--- config.mk ---
export PLATFORM = sky130hd
export DESIGN_NAME = iir_decimator
export DESIGN_NICKNAME = d
export VERILOG_FILES = /design/src/rtl/iir_pkg.sv /design/src/rtl/iir_sat_cnt.sv /design/src/rtl/iir_decimator.sv
export SDC_FILE = /design/constraint.sdc
export NUM_CORES = 1
export LEC_CHECK = 0
export CORE_MARGIN = 3
export CORE_UTILIZATION = 48
export CTS_BUF_LIST = sky130_fd_sc_hd__clkbuf_4 sky130_fd_sc_hd__clkbuf_8
export DETAILED_ROUTE_END_ITERATION = 6
export PLACE_DENSITY_LB_ADDON = 0.08
export SYNTH_ARGS = -nofsm -noshare
export SYNTH_HDL_FRONTEND = slang
export SYNTH_SLANG_ARGS = --single-unit
--- constraint.sdc ---
create_clock -name clk -period 2.7 [get_ports clk]
set_input_delay 0.405 -clock clk [delete_from_list [all_inputs] [get_ports clk]]
set_output_delay 0.405 -clock clk [all_outputs]
set_load 0.02 [all_outputs]
--- src/rtl/iir_pkg.sv ---
// rtl/iir_pkg.sv - shared sample widths, types and helpers for the IIR filter chain
package iir_pkg;

   // Filter output sample width (two's complement)
   localparam int DW         = 4;
   // Default log2 of the decimation factor
   localparam int LOG2_D_DEF = 2;
   // Largest supported log2 decimation; sets the width of the sign-extend helper
   localparam int LOG2_D_MAX = 4;
   localparam int SEXT_W     = DW + LOG2_D_MAX;

   typedef logic signed [DW-1:0] sample_t;

   // Accumulator-side block state; IDLE means no sample of the current block seen yet
   typedef enum logic {
      ST_IDLE = 1'b0,
      ST_ACC  = 1'b1
   } acc_state_e;

   // Sign-extend a sample to the widest accumulator; callers truncate to their own width
   function automatic logic signed [SEXT_W-1:0] sext(input sample_t x);
      return {{LOG2_D_MAX{x[DW-1]}}, x};
   endfunction

endpackage

--- src/rtl/iir_sat_cnt.sv ---
// rtl/iir_sat_cnt.sv - saturating event counter
module iir_sat_cnt #(
   parameter int W = 8
) (
   input  logic         clk,
   input  logic         rst_n,
   input  logic         inc_i,
   output logic [W-1:0] cnt_o
);

   logic [W-1:0] cnt_q;

   // Count events, holding at all-ones instead of wrapping
   always_ff @(posedge clk or negedge rst_n) begin
      if (!rst_n) begin
         cnt_q <= '0;
      end else if (inc_i && (cnt_q != '1)) begin
         cnt_q <= cnt_q + W'(1);
      end
   end

   assign cnt_o = cnt_q;

endmodule

--- src/rtl/iir_decimator.sv ---
// rtl/iir_decimator.sv - block-sum/mean decimator behind the IIR filter, drop-on-stall output
module iir_decimator
   import iir_pkg::*;
#(
   parameter int  LOG2_D = LOG2_D_DEF,
   parameter int  CNTW   = 8,
   localparam int ACCW   = DW + LOG2_D
) (
   input  logic            clk,
   input  logic            rst,
   input  logic            clr,
   input  logic            in_valid,
   input  logic [DW-1:0]   in_data,
   output logic            out_valid,
   input  logic            out_ready,
   output logic [ACCW-1:0] out_sum,
   output logic [DW-1:0]   out_mean,
   output logic            drop,
   output logic [CNTW-1:0] drop_cnt
);

   localparam logic [LOG2_D-1:0] CNT_LAST = '1;

   acc_state_e             state_q;
   logic signed [ACCW-1:0] acc_q;
   logic [LOG2_D-1:0]      cnt_q;

   logic                   out_valid_q;
   logic signed [ACCW-1:0] out_sum_q;
   logic signed [DW-1:0]   out_mean_q;
   logic                   drop_q;

   logic signed [ACCW-1:0] sample_ext;
   logic signed [ACCW-1:0] acc_base;
   logic signed [ACCW-1:0] block_sum_d;
   logic signed [DW-1:0]   mean_d;
   logic                   accept;
   logic                   last;
   logic                   load_d;
   logic                   drop_d;

   // Running sum, block completion and output-slot decisions
   always_comb begin
      sample_ext  = ACCW'(sext(sample_t'(in_data)));
      // A fresh block always starts from zero, whatever acc_q holds
      acc_base    = (state_q == ST_IDLE) ? '0 : acc_q;
      block_sum_d = acc_base + sample_ext;
      mean_d      = DW'(block_sum_d >>> LOG2_D);
      accept      = in_valid && !clr;
      last        = accept && (cnt_q == CNT_LAST);
      load_d      = last && (!out_valid_q || out_ready);
      drop_d      = last && out_valid_q && !out_ready;
   end

   // Accumulator FSM: gather DECIM accepted samples, restart on clr or block end
   always_ff @(posedge clk or negedge rst) begin
      if (!rst) begin
         state_q <= ST_IDLE;
         acc_q   <= '0;
         cnt_q   <= '0;
      end else if (clr || last) begin
         state_q <= ST_IDLE;
         acc_q   <= '0;
         cnt_q   <= '0;
      end else if (accept) begin
         state_q <= ST_ACC;
         acc_q   <= block_sum_d;
         cnt_q   <= cnt_q + LOG2_D'(1);
      end
   end

   // One-entry output slot: reload on completion if free or being drained, else hold
   always_ff @(posedge clk or negedge rst) begin
      if (!rst) begin
         out_valid_q <= 1'b0;
         out_sum_q   <= '0;
         out_mean_q  <= '0;
      end else if (load_d) begin
         out_valid_q <= 1'b1;
         out_sum_q   <= block_sum_d;
         out_mean_q  <= mean_d;
      end else if (out_valid_q && out_ready) begin
         out_valid_q <= 1'b0;
      end
   end

   // Sticky flag recording that at least one completed block was lost
   always_ff @(posedge clk or negedge rst) begin
      if (!rst) begin
         drop_q <= 1'b0;
      end else if (drop_d) begin
         drop_q <= 1'b1;
      end
   end

   iir_sat_cnt #(
      .W (CNTW)
   ) u_drop_cnt (
      .clk   (clk),
      .rst_n (rst),
      .inc_i (drop_d),
      .cnt_o (drop_cnt)
   );

   assign out_valid = out_valid_q;
   assign out_sum   = out_sum_q;
   assign out_mean  = out_mean_q;
   assign drop      = drop_q;

endmodule

Word level (Yosys, flattened, before mapping)
Cells that the tools add are included.

word-level totals
  word-level logic and storage cells = 36
  register bits after elaboration = 29

cells by class
  eq/ne operators = 2
  add/subtract/negate cells = 3
  muxes and demuxes = 9
  reductions and logical operators = 14

operators by type and width
  cell                                                            count
  6-bit 2-to-1 mux                                                3
  8-bit by 1-bit adder with 8-bit output (second input constant)  1
  8-bit != test (second input constant)                           1
  1-bit logical AND                                               7
  6-bit by 4-bit adder with 6-bit output                          1
  1-bit 2-to-1 mux                                                4
  2-bit 2-to-1 mux                                                2
  2-bit nonzero test                                              2
  1-bit logical NOT                                               3
  2-bit by 1-bit adder with 2-bit output (second input constant)  1
  2-bit equality test (second input constant)                     1
  1-bit logical OR                                                2

Longest topological paths before layout
Gate-level depths: netlist (run 1).

  word-level depth = 6
  gate-level depth with buffers = 7
  depth with buffers taken out = 7

Cells and area by module
A second synthesis (run 1) with hierarchy kept.

second synthesis, totals
  cell total of the unflattened synthesis = 114
  area total of the unflattened synthesis = 1315.0 um^2

modules (own cells, without submodules)
  module         cells each  sequential area each (um^2)  area an instance (um^2)  instances
  iir_decimator  80          425.4                        907.1                    1
  iir_sat_cnt    34          200.2                        407.9                    1

Least setup slack after synthesis (run 1)
OpenSTA, ideal clock, no wires.

  path type = register to register
  from = register state_q
  to = register out_sum_q[4], in the netlist out_sum[4]
  path slack = 785 ps
  clock period less this slack = 1915 ps
  cell stages (with the launch flop) = 8
  buffers on the path = 0
  arrival time = 1790 ps
  library setup time = 125 ps
  cells stage by stage = dfrtp_1 and2_1 ha_1 fa_1 a21o_1 a21oi_1 xnor2_1 mux2_2

on the way
  word-level cells in the longest chain between the ends = 2

RTL lines
  element                                 line                 RTL
  start, declared                         iir_decimator.sv:24  acc_state_e state_q;
  start signal, assigned                  iir_decimator.sv:58  state_q <= ST_IDLE;
  start signal, assigned                  iir_decimator.sv:62  state_q <= ST_IDLE;
  start signal, assigned                  iir_decimator.sv:66  state_q <= ST_ACC;
  6-bit 2-to-1 mux                        iir_decimator.sv:46  acc_base = (state_q == ST_IDLE) ? '0 : acc_q;
  6-bit by 4-bit adder with 6-bit output  iir_decimator.sv:47  block_sum_d = acc_base + sample_ext;
  end signal, assigned                    iir_decimator.sv:80  out_sum_q <= block_sum_d;
  end, declared                           iir_decimator.sv:29  logic signed [ACCW-1:0] out_sum_q;

No other way between the ends.
A chain may end at the register's enable or synchronous reset.

Worst setup path in the final report (run 1)
Same ends and word-level chain as after synthesis.

==> results of run 1 <==
==> state kept, by name (all words and copies together) (netlist names) <==
register	cells
out_valid	1
cnt_q	2
acc_q	6
state_q	1
u_drop_cnt.cnt_o	8
out_sum	6
drop	1
==> worst paths after layout <==
check	start	end	slack, ps	cells after the start
max	state_q$_DFFE_PN0P_	out_sum[4]$_DFFE_PN0P_	620	7
min	rst	out_sum[5]$_DFFE_PN0P_	430	2
max reg2reg	state_q$_DFFE_PN0P_	out_sum[4]$_DFFE_PN0P_	620	7
min reg2reg	drop$_DFFE_PN0P_	drop$_DFFE_PN0P_	490	1
max in group asynchronous	rst	out_sum[0]$_DFFE_PN0P_	2030	2
min in group clk	drop$_DFFE_PN0P_	drop$_DFFE_PN0P_	490	1
==> per-stage QoR <==
stage,setup WS (ps),total power [mW],util,hold WS [ps]
detailed placement,416,0.621,0.639,458
floorplan,785,0.537,-,109
global placement,427,0.615,0.639,455
CTS,620,0.800,0.651,426
global route,489,0.827,0.651,444
finish,622,0.787,0.651,426
==> cell families after synthesis <==
family                   count (synthesis)
adder cells (fa/ha/maj)                  8
AO/OA/AOI/OAI                           20
XOR/XNOR                                 6
flip-flops                              25
multiplexers                             9
buffers and inverters                    7
AND/OR/NAND/NOR                         41
==> per-layer routing <==
layer	track usage	wire, µm	up-vias
li1	-	-	473
met2	0.276	1250	28
met3	0.0570	165	2
met4	0.0199	7	0
met1	0.224	1220	484
met5	0	0	-
==> cell usage in the layout, fill, tap and decap left out, drive strengths merged, types with 2 or more instances in the layout <==
cell type / instances
nand4: 4
a22o: 6
a21oi: 4
clkdlybuf4s50: 28
a31oi: 2
nand2: 12
inv: 2
nor2: 3
a21o: 4
nand3: 6
ha: 7
nor3: 2
mux2: 8
and2: 5
dfrtp: 25
nor2b: 2
buf: 3
xnor2: 5
clkbuf: 4
==> power by group through the flow <==
stage / logic, mW / clock network [mW] / registers, mW
6_report: 0.188 / 0.176 / 0.422
3_3_place_gp: 0.187 / 0 / 0.428
3_5_place_dp: 0.190 / 0 / 0.430
4_1_cts: 0.191 / 0.185 / 0.423
5_1_grt: 0.205 / 0.196 / 0.427
2_1_floorplan: 0.0889 / 0 / 0.448
==> worst max-delay path, stage by stage, from the launching register on <==
cell and delay, ps:
sky130_fd_sc_hd__dfrtp_1 480, sky130_fd_sc_hd__and2_1 180, sky130_fd_sc_hd__ha_1 200, sky130_fd_sc_hd__fa_1 400, sky130_fd_sc_hd__a21o_1 190, sky130_fd_sc_hd__a21oi_1 170
sky130_fd_sc_hd__xnor2_1 100, sky130_fd_sc_hd__mux2_2 260
==> area by class of cell <==
class	instances	area (µm²)	share of cell area
tap	30	37.5	0.0227
inverter	2	7.51	0.00453
clock buffer	4	30.0	0.0181
sequential	25	626	0.378
multi-input combinational	84	653	0.394
timing repair buffer	31	303	0.183
==> synthesized netlist by cell type, types with 3 or more instances <==
cell                       n  area share
sky130_fd_sc_hd__nand2_1  12       0.034
sky130_fd_sc_hd__a22o_1    6       0.040
sky130_fd_sc_hd__a21oi_1   4       0.015
sky130_fd_sc_hd__a21o_1    4       0.023
sky130_fd_sc_hd__xnor2_1   5       0.033
sky130_fd_sc_hd__dfrtp_1  25        0.47
sky130_fd_sc_hd__ha_1      7       0.066
sky130_fd_sc_hd__nand4_1   4       0.019
sky130_fd_sc_hd__buf_4     4       0.023
sky130_fd_sc_hd__mux2_2    7       0.060
sky130_fd_sc_hd__nor2_1    3      0.0085
sky130_fd_sc_hd__and2_1    5       0.024
sky130_fd_sc_hd__nand3_1   6       0.023
==> results.cfg, run 1 <==
[status]
outcome = completed

[placement]
placed_cell_area_mm2 = 0.00163
buffer_ports.inserted = 28
gp_congestion = 0.780
dp_hpwl_um = 1990
place_inst = 172

[die]
core_region_area_mm2 = 0.00254
die_area_mm2 = 0.00342
num_rows = 18
floorplan.initialDensity = 0.519
dieWidth_um = 58.5
boundaryPins = 29
die_height_um = 58.5

[global_routing]
grt_start_max_net_pins = 26
grt_first_pass_wirelength_um = 4370
global_route.usage.total = 0.169
grt_antenna_before_repair = 0
number_of_global_route_vias_before_repair = 934
gr-total-overflow = 0

[cts]
cts-root-buf = sky130_fd_sc_hd__clkbuf_4
hold_buffers = 0
clkSlewWorstSetupHoldPaths_ps = 130
clockBufferDepth = 2
cts_inserted_buffers = 3
cts_tree = yes
worstSkewPairLatency_ps = 320
htree_levels = 1
clock-sinks = 25
post_cts_resized = 0
post_cts_buffers = 0

[sta]
min_period_ps = 2080
timing_max_transition_violations_final = 0
clock_tree_skew_after_final_layout_ps = 5.37
timing_worst_slew_pin_value_ps = 655
setup_repair_after_global_routing_missed_its_margin = false
totalNegativeSetupSlack_ps = 0
period_share = 0.770
report.final.setup_viol = 0
slew_headroom = 0.562
hold_vio_cnt_final = 0
timing.fmax_ghz = 0.481

[power]
power_frac_clock = 0.224
power.sequential.fraction = 0.537
power_leakage_nw = 0.809
power_density_of_the_placed_cells_mw_per_mm2 = 475
cell_internal_pwr_mw = 0.567
switching_power_mw = 0.220
ir_drop_uv = 435
power_switching_share = 0.279
comb_power_share = 0.239

[worst_setup_path]
critPathArrivalTime_ps = 2290
critPathLaunchType = flip-flop
setup.worst_path.end_class = flip-flop
critPathMaxFanout = 7
worst_ep_required_time_ps = 2910
setup.worst_path.class = flip-flop to flip-flop

[synthesis]
post_synth_mux_area_share = 0.0758
avgSynthCellArea_um2 = 11.4
yosys.area_share.simple = 0.187
share_of_synthesized_registers_carrying_an_async_set_or_reset = 1.00
post_synth_num_cell_types = 34
seq_area_frac_synth = 0.473
synth_xor_xnor_area_share = 0.0398
netlist_area_before_placement_mm2 = 0.00132
synth_seq_cells = 25
synth_flop_cell = sky130_fd_sc_hd__dfrtp_1
netlist_instances = 116
yosys.area_share.adder = 0.0814
post_synthesis_compound_gate_area_fraction = 0.110
synth_nets = 133
yosysWarnings = 0
synth_enable_flop_cells = 0
synth_top_family_by_area = simple AND/OR/NAND/NOR gates

[finish]
layout-area-overhead-vs-synth_pct = 25.4
final_net_count = 164
post_route_cells_drive_above_1_share = 0.137
final-instance-count-excl-fill = 176
antenna_cells_inserted = 0
fillCellCount = 220
design_area_mm2 = 0.00166

[route]
route.detailed.vias_per_inst = 5.61
detailroute.via_count = 987
drtIter0Drc = 36
remaining_drc_errors = 0
totalWireLength_um = 2640
post_drt_wl_per_cell_um = 15.0
ant_nets = 0
firstDrtPassIters = 4

[worst_hold_path]
timing.hold.worst.class = input port to async pin

[run]
max-cap-violations = 0
No activity file was read; power rests on OpenSTA's default activity.
==> run 2, diff against run 1 <==
--- a/config.mk
+++ b/config.mk
@@ -6,7 +6,7 @@
 export NUM_CORES = 1
 export LEC_CHECK = 0
 export CORE_MARGIN = 3
-export CORE_UTILIZATION = 48
+export CORE_UTILIZATION = 47
 export CTS_BUF_LIST = sky130_fd_sc_hd__clkbuf_4 sky130_fd_sc_hd__clkbuf_8
 export DETAILED_ROUTE_END_ITERATION = 6
 export PLACE_DENSITY_LB_ADDON = 0.08
==> constraint.sdc (replaced) <==
create_clock -name clk -period 1.9 [get_ports clk]
set_input_delay 0.285 -clock clk [delete_from_list [all_inputs] [get_ports clk]]
set_output_delay 0.285 -clock clk [all_outputs]
set_load 0.02 [all_outputs]
==> results.cfg, run 2 (synthesis results as in run 1) <==
[sta]
clock_tree_skew_after_final_layout_ps = 5.80
min_period_ps = 1890
totalNegativeSetupSlack_ps = 0
timing.fmax_ghz = 0.529
period_share = 0.995
setup_repair_after_global_routing_missed_its_margin = true
slew_headroom = 0.765
hold_vio_cnt_final = 0
timing_worst_slew_pin_value_ps = 349
timing_max_transition_violations_final = 0
report.final.setup_viol = 0

[die]
floorplan.initialDensity = 0.515
boundaryPins = 29
die_height_um = 59.0
die_area_mm2 = 0.00348
dieWidth_um = 59.0
core_region_area_mm2 = 0.00257
num_rows = 18

[cts]
post_cts_buffers = 0
clockBufferDepth = 2
hold_buffers = 0
clkSlewWorstSetupHoldPaths_ps = 140
clock-sinks = 25
cts-root-buf = sky130_fd_sc_hd__clkbuf_4
worstSkewPairLatency_ps = 320
cts_tree = yes
cts_inserted_buffers = 3
htree_levels = 1

[route]
detailroute.via_count = 1024
post_drt_wl_per_cell_um = 14.0
ant_nets = 0
firstDrtPassIters = 4
drtIter0Drc = 42
remaining_drc_errors = 0
totalWireLength_um = 2590
route.detailed.vias_per_inst = 5.54

[worst_setup_path]
critPathSlowestCell = sky130_fd_sc_hd__dfrtp_1
setup.worst_path.end_class = flip-flop
worst_r2r_startpoint = state_q$_DFFE_PN0P_
critPathLaunchType = flip-flop
crit_path_max_incr_delay_ps = 430
critPathArrivalTime_ps = 2110
reg2reg_slack_ps = 9
worst_ep_required_time_ps = 2120
critPathMaxFanout = 4
setup.worst_path.class = flip-flop to flip-flop
timing.rr.end = out_sum[4]$_DFFE_PN0P_
worstRegToRegCells = 7
critical_path.cell_chain = buf_4, and2_1, fa_2, a21o_1, a21oi_2, xnor2_2, mux2_2

[finish]
antenna_cells_inserted = 0
fillCellCount = 224
mostFrequentLayoutCell = sky130_fd_sc_hd__clkdlybuf4s50_1
design_area_mm2 = 0.00175
layout-area-overhead-vs-synth_pct = 32.1
final_net_count = 173
largest_register_ffs = 8
core_occupancy_in_the_finished_layout = 0.680
top_library_cells_by_usage_in_the_layout_fill_and_taps_aside = sky130_fd_sc_hd__clkdlybuf4s50_1, sky130_fd_sc_hd__dfrtp_1, sky130_fd_sc_hd__nand2_1, sky130_fd_sc_hd__buf_4, sky130_fd_sc_hd__mux2_2
final-instance-count-excl-fill = 185
post_route_cells_drive_above_1_share = 0.226

[global_routing]
grt_antenna_before_repair = 0
gr-total-overflow = 0
global_route.usage.total = 0.171
grt_first_pass_wirelength_um = 4490
grt_start_max_net_pins = 26
number_of_global_route_vias_before_repair = 1000

[placement]
buffer_ports.inserted = 28
placed_cell_area_mm2 = 0.00170
place_inst = 181
dp_hpwl_um = 1970
gp_congestion = 0.848

[run]
max-cap-violations = 0

[power]
post-layout-total-power_mw = 1.12
power_density_of_the_placed_cells_mw_per_mm2 = 644
ir_drop_uv = 605
power_leakage_nw = 0.860

[status]
outcome = completed

[worst_hold_path]
timing.hold.worst.class = input port to async pin
## run 2: cell types whose count changed in the layout (fill, tap and decap cells not counted), sizes merged
cell / delta
buf: +9
clkbuf: -1
clkinv: +1
## run 2: worst max path at each step
stage | from | cells past startpoint | to
finish | state_q$_DFFE_PN0P_ | 7 | out_sum[4]$_DFFE_PN0P_
global route | state_q$_DFFE_PN0P_ | 7 | out_sum[4]$_DFFE_PN0P_
CTS | state_q$_DFFE_PN0P_ | 7 | out_sum[4]$_DFFE_PN0P_
detailed placement | in_data[0] | 7 | out_sum[4]$_DFFE_PN0P_
global placement | in_data[0] | 7 | out_sum[4]$_DFFE_PN0P_
floorplan | state_q$_DFFE_PN0P_ | 7 | out_sum[4]$_DFFE_PN0P_
## run 2: report_power, final
group	switching (mW)	total [mW]	leakage, nW	internal (mW)
combinational	0.137	0.289	0.508	0.151
clock	0.158	0.237	0.0177	0.0788
sequential	0.0260	0.598	0.334	0.572
total	0.321	1.12	0.860	0.802
## run 2: routing by layer
layer | track usage | share of wire | vias up
li1 | - | - | 492
met1 | 0.235 | 0.46 | 497
met2 | 0.263 | 0.46 | 31
met3 | 0.0240 | 0.064 | 4
met4 | 0.0874 | 0.022 | 0
met5 | 0 | 0 | -
## run 2: final cells by class
class / instances / area (µm²) / area share
flip-flops and latches: 25 / 626 / 0.358
clock inverters: 1 / 5.00 / 0.00287
inverters: 2 / 7.51 / 0.00430
well taps: 30 / 37.5 / 0.0215
repair buffers: 40 / 370 / 0.212
clock buffers: 3 / 22.5 / 0.0129
multi-input cells: 84 / 677 / 0.388
## run 2: repair_timing
| item | in CTS | in global routing |
|---|---|---|
| hold endpoints to repair | 0 | 0 |
| endpoints found under the setup margin | 1 | 5 |
| pin swaps | 0 | 3 |
| gates resized for setup | 2 | 3 |
## run 2: worst max-delay path: cells and delay by family (launching register included)
kind	cells	cell delay, ps
buf+inv	1	150
mux	1	260
fa+ha+maj	1	360
simple gates	1	160
flops	1	430
xor+xnor	1	80
compound gates	2	340
## run 2: through the flow
stage	hold WS (ps)	worst slack [ps]
finish	311	9.36
global route	317	-52.6
CTS	309	3.37
detailed placement	462	-210
global placement	453	-187
floorplan	-10.6	33.0
==> run 3, diff against run 2 <==
--- a/config.mk
+++ b/config.mk
@@ -5,6 +5,7 @@
 export SDC_FILE = /design/constraint.sdc
 export NUM_CORES = 1
 export LEC_CHECK = 0
+export CAP_MARGIN = 20
 export CORE_MARGIN = 3
 export CORE_UTILIZATION = 47
 export CTS_BUF_LIST = sky130_fd_sc_hd__clkbuf_4 sky130_fd_sc_hd__clkbuf_8
==> results of run 3 <==
No change in the layout: final DEF, timing and power equal those of run 2.
